--- src/rtl/num_conv_pkg.sv ---
// Shared definitions for the MIX NUM character-to-binary converter.
//   WORD_W  : magnitude width of a MIX word (five 6-bit bytes)
//   BYTE_W  : MIX byte width (binary MIX, b = 64)
//   NDIGITS : digits converted from rA:rX, derived from WORD_W/BYTE_W
//   state_t : converter FSM states
package num_conv_pkg;

  localparam int WORD_W  = 30;
  localparam int BYTE_W  = 6;
  localparam int NDIGITS = 2 * WORD_W / BYTE_W;
  localparam int SH_W    = 2 * WORD_W;
  localparam int CNT_W   = 4;

  typedef enum logic [1:0] {
    ST_IDLE = 2'd0,
    ST_RUN  = 2'd1,
    ST_DONE = 2'd2
  } state_t;

endpackage

--- src/rtl/num_conv_mod10_6.sv ---
// Combinational 6-bit byte -> decimal digit (byte mod 10).
// Ports:
//   i_byte  in  BYTE_W  MIX byte, any value 0..63
//   o_digit out 4       byte mod 10, range 0..9
// Implemented as a subtract chain: removing 40, then 20, then 10 (each only
// when it fits) reduces any 0..63 value to 0..9 in three compare stages.
module num_conv_mod10_6
  import num_conv_pkg::*;
(
  input  logic [BYTE_W-1:0] i_byte,
  output logic [3:0]        o_digit
);

  logic [BYTE_W-1:0] w_s40;
  logic [BYTE_W-1:0] w_s20;
  logic [BYTE_W-1:0] w_s10;

  always_comb begin
    w_s40   = (i_byte >= 6'd40) ? (i_byte - 6'd40) : i_byte;  // 0..39
    w_s20   = (w_s40  >= 6'd20) ? (w_s40  - 6'd20) : w_s40;   // 0..19
    w_s10   = (w_s20  >= 6'd10) ? (w_s20  - 6'd10) : w_s20;   // 0..9
    o_digit = w_s10[3:0];
  end

endmodule

--- src/rtl/num_conv.sv ---
// MIX NUM converter: turns the ten bytes of rA:rX into a binary magnitude,
// one digit per clock (acc <= acc*10 + digit), most significant byte first.
// Ports:
//   clk       in   1       system clock, rising edge
//   rst       in   1       synchronous reset, active high
//   start     in   1       conversion request, sampled only in IDLE
//   a_in      in   WORD_W  rA magnitude, bits [29:24] = most significant digit
//   x_in      in   WORD_W  rX magnitude, bits [5:0] = least significant digit
//   busy      out  1       high while digits are being accumulated
//   done      out  1       one-cycle pulse when result/overflow are updated
//   result    out  WORD_W  converted value mod 2^WORD_W, held until next done
//   overflow  out  1       converted value did not fit in WORD_W bits
module num_conv
  import num_conv_pkg::*;
(
  input  logic              clk,
  input  logic              rst,
  input  logic              start,
  input  logic [WORD_W-1:0] a_in,
  input  logic [WORD_W-1:0] x_in,
  output logic              busy,
  output logic              done,
  output logic [WORD_W-1:0] result,
  output logic              overflow
);

  state_t            r_state;
  logic [SH_W-1:0]   r_sh;
  logic [WORD_W-1:0] r_acc;
  logic              r_ovf;
  logic [CNT_W-1:0]  r_cnt;
  logic              r_busy;
  logic              r_done;
  logic [WORD_W-1:0] r_result;
  logic              r_overflow;

  logic [3:0]        w_digit;
  logic [WORD_W+3:0] w_acc_ext;
  logic [WORD_W+3:0] w_t;
  logic              w_carry;
  logic              w_last;

  num_conv_mod10_6 u_mod10 (
    .i_byte  (r_sh[SH_W-1 -: BYTE_W]),
    .o_digit (w_digit)
  );

  // acc*10 + d with four guard bits; anything landing in the guard bits
  // means the running value has exceeded the word. Truncating acc each step
  // keeps the low bits exact, so the final result is the true value mod 2^W.
  assign w_acc_ext = {4'd0, r_acc};
  assign w_t       = (w_acc_ext << 3) + (w_acc_ext << 1)
                   + {{WORD_W{1'b0}}, w_digit};
  assign w_carry   = |w_t[WORD_W+3:WORD_W];
  assign w_last    = (r_cnt == CNT_W'(NDIGITS - 1));

  always_ff @(posedge clk) begin
    if (rst) begin
      r_state    <= ST_IDLE;
      r_sh       <= '0;
      r_acc      <= '0;
      r_ovf      <= 1'b0;
      r_cnt      <= '0;
      r_busy     <= 1'b0;
      r_done     <= 1'b0;
      r_result   <= '0;
      r_overflow <= 1'b0;
    end else begin
      case (r_state)
        ST_IDLE: begin
          r_done <= 1'b0;
          if (start) begin
            r_sh    <= {a_in, x_in};
            r_acc   <= '0;
            r_ovf   <= 1'b0;
            r_cnt   <= '0;
            r_busy  <= 1'b1;
            r_state <= ST_RUN;
          end
        end

        ST_RUN: begin
          r_acc <= w_t[WORD_W-1:0];
          r_ovf <= r_ovf | w_carry;
          r_sh  <= r_sh << BYTE_W;
          r_cnt <= r_cnt + 1'b1;
          if (w_last) begin
            // Outputs are loaded straight from the final step so the
            // visible result never shows a partial accumulation.
            r_result   <= w_t[WORD_W-1:0];
            r_overflow <= r_ovf | w_carry;
            r_busy     <= 1'b0;
            r_done     <= 1'b1;
            r_state    <= ST_DONE;
          end
        end

        ST_DONE: begin
          // start is deliberately not looked at here.
          r_done  <= 1'b0;
          r_state <= ST_IDLE;
        end

        default: begin
          r_busy  <= 1'b0;
          r_done  <= 1'b0;
          r_state <= ST_IDLE;
        end
      endcase
    end
  end

  assign busy     = r_busy;
  assign done     = r_done;
  assign result   = r_result;
  assign overflow = r_overflow;

endmodule

--- config.mk ---
export PLATFORM = sky130hd
export DESIGN_NAME = num_conv
export DESIGN_NICKNAME = d
export VERILOG_FILES = /design/src/rtl/num_conv_pkg.sv /design/src/rtl/num_conv_mod10_6.sv /design/src/rtl/num_conv.sv
export SDC_FILE = /design/constraint.sdc
export NUM_CORES = 1
export LEC_CHECK = 0
export CORE_MARGIN = 2
export CORE_UTILIZATION = 40
export CTS_BUF_LIST = sky130_fd_sc_hd__clkbuf_16
export DETAILED_ROUTE_END_ITERATION = 12
export SLEW_MARGIN = 20
export SYNTH_ARGS = -nofsm -noshare
export SYNTH_HDL_FRONTEND = slang
export SYNTH_SLANG_ARGS = --single-unit
--- constraint.sdc ---
create_clock -name clk -period 11.2 [get_ports clk]
set_clock_uncertainty 0.2 [all_clocks]
set_input_delay 2.8 -clock clk [delete_from_list [all_inputs] [get_ports clk]]
set_output_delay 2.8 -clock clk [all_outputs]
set_load 0.005 [all_outputs]
## Word level (Yosys, flattened, before mapping)

Index checks and enable logic that the tools add are counted.

| cells by class | value |
|---|---|
| add/subtract/negate cells | 6 |
| multipliers | 0 |
| divide/modulo/power cells | 0 |
| $lt $le $gt $ge | 3 |
| equal/unequal tests | 5 |
| shifts and indexed selects | 0 |
| muxes and demuxes | 17 |
| bitwise logic cells | 3 |
| reductions and logical operators | 8 |

Operator list:

| cell | count |
|---|---|
| one-hot mux 60 bit (2 select lines) | 1 |
| 2-to-1 mux 60 bit | 1 |
| one-hot mux 30 bit (2 select lines) | 1 |
| adder 33 x 31 -> 34 bit | 1 |
| adder 34 x 4 -> 34 bit | 1 |
| 2-to-1 mux 30 bit | 1 |
| 2-to-1 mux 6 bit | 2 |
| 2-to-1 mux 4 bit | 2 |
| one-hot mux 4 bit (2 select lines) | 1 |
| >= comparator 6 x 4 -> 1 bit (second input constant) | 1 |
| >= comparator 6 x 5 -> 1 bit (second input constant) | 1 |
| >= comparator 6 bit (second input constant) | 1 |
| AND reduction 2 bit | 3 |
| subtractor 6 x 5 -> 6 bit (second input constant) | 1 |
| subtractor 6 bit (second input constant) | 1 |
| adder 4 x 1 -> 4 bit (second input constant) | 1 |
| == test 4 bit (second input constant) | 1 |
| 2-to-1 mux 2 bit | 2 |
| != test 2 bit (second input constant) | 2 |
| one-hot mux 2 bit (2 select lines) | 1 |
| OR reduction 4 bit | 1 |
| subtractor 4 bit (second input constant) | 1 |
| 2-to-1 mux 1 bit | 3 |
| one-hot mux 1 bit (3 select lines) | 1 |
| other kinds (9) | 10 |

| word-level totals | value |
|---|---|
| register bits | 130 |
| bits in latches | 0 |
| bits in writable memories | 0 |
| ROM bits | 0 |
| input bits | 63 |
| output and inout port bits | 33 |
| word-level logic and storage cells | 51 |
| memories | 0 |

## Logic depth before layout (Yosys ltp)

| logic depth | value |
|---|---|
| depth after elaboration | 10 |
| mapped depth | 24 |
| mapped depth without buffers | 23 |

## Modules after synthesis

Synthesis repeated with hierarchy kept, for this count alone.

| second synthesis, totals | value |
|---|---|
| cells, all modules | 911 |
| area, all modules | 7417.1 um2 |

By module, submodules not included:

| module | times used | cells an instance | area an instance (um2) | sequential area each (um2) |
|---|---|---|---|---|
| num_conv | 1 | 872 | 7116.8 | 2602.5 |
| num_conv_mod10_6 | 1 | 39 | 300.3 | 0.0 |

## Worst setup path before layout

Ideal clock, no wire load.

| timing | value |
|---|---|
| path type | reg-to-reg |
| from | register r_sh[57] |
| to | register r_overflow, in the netlist overflow |
| setup time | 0.137 ns |
| arrival time | 4.743 ns |
| data required time | 10.863 ns |
| path slack | 6.120 ns |
| stages on the path, launching flop included | 24 |
| path buffers | 1 |
| clock period less this slack | 5.080 ns |
| path through | dfxtp_1 -> clkbuf_1 -> inv_1 -> ha_1 -> nor2b_1 -> a21oi_1 -> nand2b_1 -> o311ai_0 -> a21oi_1 -> nand2_1 -> a21oi_1 -> o21a_1 -> nor2_1 -> fa_1 -> fa_1 -> nand2b_1 -> a21oi_1 -> o211ai_1 -> a2111oi_0 -> o31a_1 -> o21ai_0 -> a221o_1 -> nor4_2 -> a211oi_1 |

| on the way | value |
|---|---|
| longest elaborated chain between the ends | 9 |
| elaborated cells between the ends (all ways) | 12 |
| classes of those cells | add/sub (4); order compare (3); mux (3); bitwise (1); reduce/logical (1) |

RTL lines:

| item | line | RTL |
|---|---|---|
| start: declaration | num_conv.sv:28 | `logic [SH_W-1:0] r_sh;` |
| start signal: assignment | num_conv.sv:73 | `r_sh <= {a_in, x_in};` |
| start signal: assignment | num_conv.sv:85 | `r_sh <= r_sh << BYTE_W;` |
| subtractor 6 bit or >= comparator 6 bit (tied branches) | num_conv_mod10_6.sv:19 | `w_s40 = (i_byte >= 6'd40) ? (i_byte - 6'd40) : i_byte;` |
| 2-to-1 mux 6 bit * | num_conv_mod10_6.sv:19 |  |
| subtractor 6 x 5 -> 6 bit or >= comparator 6 x 5 -> 1 bit (tied branches) | num_conv_mod10_6.sv:20 | `w_s20 = (w_s40 >= 6'd20) ? (w_s40 - 6'd20) : w_s40;` |
| 2-to-1 mux 6 bit * | num_conv_mod10_6.sv:20 |  |
| >= comparator 6 x 4 -> 1 bit or subtractor 4 bit (tied branches) | num_conv_mod10_6.sv:21 | `w_s10 = (w_s20 >= 6'd10) ? (w_s20 - 6'd10) : w_s20;` |
| 2-to-1 mux 4 bit * | num_conv_mod10_6.sv:21 |  |
| adder 34 x 4 -> 34 bit * | num_conv.sv:53 | `+ {{WORD_W{1'b0}}, w_digit};` |
| OR reduction 4 bit * | num_conv.sv:54 | `assign w_carry = \|w_t[WORD_W+3:WORD_W];` |
| bitwise OR 1 bit * | num_conv.sv:91 | `r_overflow <= r_ovf \| w_carry;` |
| end signal: assignment | num_conv.sv:91 |  |
| end: declaration | num_conv.sv:35 | `logic r_overflow;` |

Every way passes the cells marked *; elsewhere a longest branch is shown, timed or not.
A chain may end at the register's enable or synchronous reset.

## Worst setup path after layout

| timing | value |
|---|---|
| from | register r_sh[57] |
| to | register r_result[28], in the netlist result[28] |

| on the way | value |
|---|---|
| longest elaborated chain between the ends | 7 |
| elaborated cells between the ends (all ways) | 10 |
| classes of those cells | add/sub (4); order compare (3); mux (3) |

RTL lines:

| item | line | RTL |
|---|---|---|
| subtractor 6 bit or >= comparator 6 bit (tied branches) | num_conv_mod10_6.sv:19 |  |
| 2-to-1 mux 6 bit * | num_conv_mod10_6.sv:19 |  |
| subtractor 6 x 5 -> 6 bit or >= comparator 6 x 5 -> 1 bit (tied branches) | num_conv_mod10_6.sv:20 |  |
| 2-to-1 mux 6 bit * | num_conv_mod10_6.sv:20 |  |
| >= comparator 6 x 4 -> 1 bit or subtractor 4 bit (tied branches) | num_conv_mod10_6.sv:21 |  |
| 2-to-1 mux 4 bit * | num_conv_mod10_6.sv:21 |  |
| adder 34 x 4 -> 34 bit * | num_conv.sv:53 |  |
| end signal: assignment | num_conv.sv:90 | `r_result <= w_t[WORD_W-1:0];` |
| end: declaration | num_conv.sv:34 | `logic [WORD_W-1:0] r_result;` |

Marked as above.

==> flow_metrics.tcl <==
set metrics [dict create \
    fin_nets 1082 \
    ys_ff_latch 130 \
    routedWlPerCell_um 15.0 \
    synth_area_leader_cell "dfxtp_1" \
    globalRouteMet3Util 0.0405 \
    cts_max_path_buffers 2 \
    grt_first_pass_wirelength_um 29400 \
    setup_violations 0 \
    postSynthAreaPerCell_um2 8.06 \
    rows 48 \
    synth.area.top_cells "dfxtp_1 (36%), ha_1 (11%), nand2_1 (10%)" \
    yosysMostFrequentCell "nand2_1" \
    synth_top_cell_area_share 0.365 \
    via_per_inst 5.35 \
    placedCellCount 1160 \
    vias 6378 \
    status "completed" \
    initial_core_util 0.411 \
    worst-slew-pin-transition_ns 0.828 \
    whs_ns 0.251 \
    htreeDepth 4 \
    drv_cap 0 \
    track_usage 0.197 \
    ys_types 59 \
    antenna_cells 0 \
    synth_commonest_cells "nand2_1 (193), dfxtp_1 (130), nor2_1 (93)" \
    cts-root-buf "clkbuf_16" \
    totalWireLength_um 17900 \
    dr.pass1.iters 5 \
    power_density_nw_per_um2 133 \
    die_h_um 138 \
    critPathMaxFanout 9 \
    route.detailed.drc 0 \
    antenna_left 0 \
    synthToLayoutAreaGrowth_pct 23.4 \
    synth_ff_type "dfxtp_1" \
    synth_cells 885 \
    core_area_um2 17400 \
    synth_edf_count 0 \
    min_path_type "flop to flop" \
    finalHoldViolCount 0 \
    path_class "flop to flop" \
    syn_nets 1013 \
    rsz0062_at_grt "false" \
    cts_buffers 17 \
    p_leak_nw 3.71 \
    dieArea_um2 18900 \
    crit_arrival_ns 5.79 \
    crit_required_ns 11.34 \
    postCtsSetupBuffers 0 \
    place.gp.congestion 0.835 \
    ys_warn_count 0 \
    netlist_area_um2 7140 \
    cts_resized 0 \
    startpoint_type "flop" \
    slew_headroom 0.442 \
    gr-usage-met2 0.292 \
    cts_tree "yes" \
    io_buffers 95 \
    holdBufCountCts 0 \
    clk_pin_slew_ns 0.07 \
    slew_violations 0 \
    top_usage_layer "met2" \
    grt_max_degree 83 \
    fin_setup_tns_ns 0 \
    cp-end-kind "flop" \
    final_cell_count_no_fill 1192 \
    drt-initial-drc-count 388 \
    finalCritPeriodShare 0.505 \
    clk_latency_ns 0.43 \
    dp.final_hpwl_um 12500 \
    io-pin-count 96 \
    total_power_mw 1.17 \
    ir_worst_vdd_v 0.000109 \
    die_x_um 138 \
    groute.layer.met1.usage 0.280 \
    grt_pass1_vias 5986 \
    antenna_found_initial 0 \
    yosysSeqAreaShare 0.365 \
    fmax_mhz 177 \
    ys_async_sr_fraction 0 \
    gr-total-overflow 0 \
    cts_sinks 130 \
    layout_min_cycle_time_ns 5.65 \
    drive_above_1_share 0.0579 \
]
## layout make-up
type / instances / area (um2)
multi-input cells: 678 / 4260
fillers: 1695 / 8550
well taps: 225 / 282
inverters: 24 / 90.1
flip-flops and latches: 130 / 2600
clock buffers: 17 / 425
clock inverters: 15 / 146
repair buffers: 103 / 1010
## critical path, stage by stage, from the launching register on
cell	delay [ns]
dfxtp_1	0.47
inv_1	0.08
ha_1	0.32
nor2b_1	0.17
a21oi_1	0.15
nand2b_1	0.11
o311ai_0	0.13
a21oi_1	0.25
nand2_1	0.08
a21oi_1	0.30
o21a_1	0.16
nor2_1	0.04
fa_1	0.49
fa_1	0.47
nand2b_1	0.18
a21oi_1	0.22
o21ai_0	0.17
a2111o_1	0.46
and2_1	0.17
o21ai_0	0.37
a31oi_1	0.18
xor2_1	0.19
o31ai_1	0.21
## state kept, by name (all words and copies together) (netlist names)
name / cells
overflow: 1
r_ovf: 1
r_acc: 30
r_sh: 60
result: 30
done: 1
r_state: 2
busy: 1
r_cnt: 4
## per-layer routing
metal,part of all wire,vias up
met2,0.43,120
met4,0.018,0
li1,-,3307
met5,0,-
met1,0.52,2929
met3,0.032,22
## cells in the final DEF (no fill, tap or decap), types with 6 or more instances in the layout
master	instances
a211oi_1	6
a21o_1	12
a21oi_1	72
a22o_1	30
a311oi_1	52
buf_4	8
clkbuf_16	17
clkdlybuf4s50_1	94
dfxtp_1	130
ha_1	63
inv_1	25
inv_6	7
nand2_1	193
nand2b_1	9
nand3_1	7
nor2_1	88
o211ai_1	7
o21ai_0	28
xnor2_1	13
xor2_1	12
## per-stage QoR
step	utilization	setup WS [ns]	instance area [um2]
5_1_grt	0.508	5.14	8810
4_1_cts	0.507	5.56	8800
3_3_place_gp	0.474	5.76	8230
3_5_place_dp	0.474	5.67	8230
2_1_floorplan	-	6.12	7140
6_report	0.508	5.55	8810
## worst paths after layout
path                            from                 endpoint  slack (ns)  cells past startpoint
min          result[13]$_SDFFE_PP0P_  result[13]$_SDFFE_PP0P_        0.25                      2
max reg2reg    r_sh[57]$_SDFFE_PP0P_  result[28]$_SDFFE_PP0P_        5.55                     22
min reg2reg  result[13]$_SDFFE_PP0P_  result[13]$_SDFFE_PP0P_        0.25                      2
max            r_sh[57]$_SDFFE_PP0P_  result[28]$_SDFFE_PP0P_        5.55                     22
## where the power goes
group | switching [mW] | internal [mW]
Combinational | 0.0731 | 0.0607
Clock | 0.230 | 0.311
Sequential | 0.0154 | 0.484
## kinds of logic (layout without fill, tap and decap cells)
kind of cell	count (synthesis)	after routing	share of synthesized area
simple gates	336	336	0.195
compound gates	250	250	0.248
flops	130	130	0.365
xor+xnor	25	25	0.0307
mux	2	2	0.00298
fa+ha+maj	65	65	0.116
buf+inv	77	159	0.0426
Power figures use the tool's default switching activity.
==> patch 1: new RTL, config.mk and constraints unchanged <==
Put one more register stage on the output `result`, cleared by the reset. The value now appears one clock later. The other outputs are not delayed to match. Comments in the files are not updated.
--- a/src/rtl/num_conv.sv
+++ b/src/rtl/num_conv.sv
@@ -112,7 +112,13 @@
 
   assign busy     = r_busy;
   assign done     = r_done;
-  assign result   = r_result;
+  always_ff @(posedge clk) begin
+    if (rst) begin
+      result <= '0;
+    end else begin
+      result <= r_result;
+    end
+  end
   assign overflow = r_overflow;
 
 endmodule
Behaviour: no difference found for any inputs over 10 cycles, from zero or initial values and one cycle with rst high; that may be too few to reach the edited logic, so the function may still have changed.
==> patch 1 against the unedited design <==
  * Setup slack better by 0.24 ns
  * Highest routed layer unchanged
  * Largest cell class unchanged
  * Power is 11% higher
  * Critical path type unchanged
  * Wire length is 2.7% higher
  * Critical path depth stayed put
  * Via count is 0.49% lower
  * Area after synthesis is 8.6% higher
  * Sequential share of layout area is 4.4 points higher
  * Final area is 7.2% higher
  * Sequential cell count is 30 higher
==> patch 1: results (changes against the unedited design) <==
Outcome
  • Outcome: completed

Critical path
  • Worst endpoint data arrival time: 5.49 ns (-0.30 ns)

Yosys
  • Syn_nets: 1017 (+0.39%)
  • Syn Inst Count: 889 (+0.45%)
  • Synth Area in Adders: 10.69% (-0.92 points)
  • Top post-synthesis cells by area: dfxtp_1 41%, ha_1 10%, nand2_1 8.3%
  • Synth Area in Compound Gates: 21.41% (-3.4 points)
  • Commonest cells post-synth: 171 x nand2_1, 160 x dfxtp_1, 90 x nor2_1
  • Synth cell types: 66 (+12%)
  • Post-synthesis mux area share: 0.7266% (+0.43 points)
  • Seq/Total Area, Yosys: 41.34% (+4.9 points)
  • Synth Area in XOR/XNOR: 3.165% (+0.097 points)

Power and ir drop
  • Worst VDD drop: 0.00009548 V (-12%)
  • Leak Pwr: 0.003953 uW (+6.4%)
  • Net Sw Power: 337.0 uW (+5.8%)
  • Clock power share: 42.8% (-3.3 points)
  • Pwr dens: 137.5 nW/um2 (+3.1%)

Routing
  • DR WL met3: 705 um (+22%)
  • DRT Wirelength: 18.33 mm (+2.7%)
  • # DRC: 0 (unchanged)
  • Met1 wire length: 9.478 mm (+1.6%)
  • Iter 0 DRT Violations: 386 (-0.52%)
  • Met2 wire len: 7.969 mm (+4.7%)
  • Mean number of vias per cell: 5.152 (-3.7%)

Finish
  • Largest register FFs: 60 (unchanged)
  • Non-filler cells, final: 1232 (+3.4%)
  • Nets: 1087 (+0.46%)
  • Layout cells sized above 1: 6.790% (+1.0 points)

GRT
  • Gr usage total: 18.41% (-1.3 points)
  • M3 GR Usage: 3.823% (-0.22 points)
  • Grt met1 use: 26.85% (-1.2 points)
  • M2 GR Usage: 27.27% (-1.9 points)
  • Largest net degree at the start of global routing: 85 (+2.4%)
  • First-pass GRT wire length: 30.11 mm (+2.5%)
  • Vias in the first global route: 6010 (+0.40%)

Placed design
  • Dpl hpwl: 12.52 mm (+0.51%)
  • Placed instance area: 8877 um2 (+7.8%)
  • Placer Congestion: 0.8355 (about the same)
  • Worst slack, placed: 5.801 ns (+0.1286 ns)

STA
  • Slew headroom: 48.09% (+3.9 points)

Clock tree
  • Post-cts sizing count: 0 (unchanged)
==> patch 1: cell types whose count changed in the layout (fill, tap and decap cells not counted), moves of 5 or more <==
cell     delta
o22a_1      +7
nand2_1    -23
inv_1       -5
dfxtp_1    +30
a31oi_1     +6
o21ai_0    -12
o21ai_1    +14
a21oi_1    -29
a21o_1      -6
nor2b_1    +30
==> patch 1: area by class of cell <==
class	instances	area, um2
sequential	160	3203
multi-input combinational	660	4288
clock inverter	15	137.6
clock buffer	17	425.4
timing repair buffer	102	1001
tap	260	325.3
inverter	18	67.56
fill	1808	9383
==> patch 1: path summary, 6_finish.rpt <==
| check | startpoint | endpoint | slack, ns | cells past startpoint |
|---|---|---|---|---|
| setup / recovery | r_sh[57] | overflow | 5.79 | 22 |
| hold / removal | r_result[14] | r_result[14] | 0.25 | 2 |
| setup reg to reg | r_sh[57] | overflow | 5.79 | 22 |
| hold reg to reg | r_result[14] | r_result[14] | 0.25 | 2 |
==> patch 2: new RTL, same settings <==
Without the edit above. The package constant `WORD_W` goes from 30 to 38.
--- a/src/rtl/num_conv_pkg.sv
+++ b/src/rtl/num_conv_pkg.sv
@@ -5,7 +5,7 @@
 //   state_t : converter FSM states
 package num_conv_pkg;
 
-  localparam int WORD_W  = 30;
+  localparam int WORD_W  = 38;
   localparam int BYTE_W  = 6;
   localparam int NDIGITS = 2 * WORD_W / BYTE_W;
   localparam int SH_W    = 2 * WORD_W;
Ports: changed (resized a_in, result and x_in); port bits go from 96 to 120. No check against the original RTL was run, so the function may have changed too.
==> patch 2 against the unedited design <==
  * Power up 23%
  * Global-route usage up 0.42 points
  * Area after synthesis up 33%
  * Final area up 29%
  * Combinational power up 55%
  * Sequential cell count up 32
  * Setup slack better by 0.38 ns
  * Hold slack better by 0.00088 ns
  * Wire length up 40%
  * Largest cell class unchanged
  * Largest power group is now sequential cells
==> patch 2: results (changes against the unedited design) <==
Power and ir drop
  • Leak Pwr: 0.004874 uW (+31%)
  • Comb. pwr: 208 uW (+55%)
  • Worst VDD drop: 0.00007668 V (-30%)
  • Int Pwr: 1010 uW (+18%)
  • P_clk: 599 uW (+11%)

Critical path
  • Critical Path Source: r_sh[74]
  • Worst endpoint data arrival time: 5.37 ns (-0.42 ns)
  • CP endpoint: result[32]

Yosys
  • Syn_nets: 1367 (+35%)
  • Synth Area in Adders: 10.71% (-0.89 points)
  • Post-synthesis mux area share: 0.2111% (-0.087 points)
  • Synth Area in XOR/XNOR: 3.047% (-0.021 points)
  • Commonest cells post-synth: 227 x nor2_1, 162 x dfxtp_1, 128 x a21oi_1
  • Seq/Total Area, Yosys: 34.19% (-2.3 points)
  • Synth cell types: 68 (+15%)
  • Synth Area in Compound Gates: 23.07% (-1.7 points)

Routing
  • WL per Instance: 15.55 um (+3.8%)
  • Met1 wire length: 12.28 mm (+32%)
  • Iter 0 DRT Violations: 522 (+35%)
  • DR WL met3: 850 um (+47%)

Placed design
  • Placer Congestion: 0.8547 (+2.4%)
  • # port buffers: 119 (+25%)
  • Placed instance area: 10770 um2 (+31%)
  • Dpl hpwl: 17.00 mm (+36%)

Min path
  • Hold path endpoint: result[26]
  • Min-delay src: result[26]

GRT
  • Vias in the first global route: 7753 (+30%)
  • Largest net degree at the start of global routing: 122 (+47%)

Clock tree
  • Skew-Pair Late Insertion Delay: 0.45 ns (+0.02 ns)

Finish
  • Largest register FFs: 76 (+27%)

STA
  • Worst setup margin: 5.926 ns (+0.3808 ns)

Outcome
  • Outcome: completed
patch 2: cell count changes in the layout (fill, tap and decap cells not counted), sizes merged, moves of 15 or more:
cell | unedited run | this run
a21o | 13 | 28
dfxtp | 130 | 162
a22oi | 4 | 23
nor2b | 4 | 62
nand2 | 193 | 108
nor2 | 93 | 228
ha | 63 | 78
clkdlybuf4s50 | 94 | 117
a311oi | 52 | 0
a21oi | 72 | 131
nor3 | 5 | 65
patch 2: worst max-delay path, delay by kind of cell (launching register included):
family          cells  cell delay (ns)
compound gates     10             2.21
xor+xnor            1             0.18
simple gates        5             0.69
flops               1             0.41
fa+ha+maj           3             1.28
buf+inv             2             0.19
patch 2: final cells by class:
class                   count  area (um2)
multi-input cells         942        5791
repair buffers            128        1251
fillers                  2353       12030
inverters                  21       78.83
flip-flops and latches    162        3248
clock buffers              17       425.4
clock inverters            15       175.2
well taps                 319       399.1
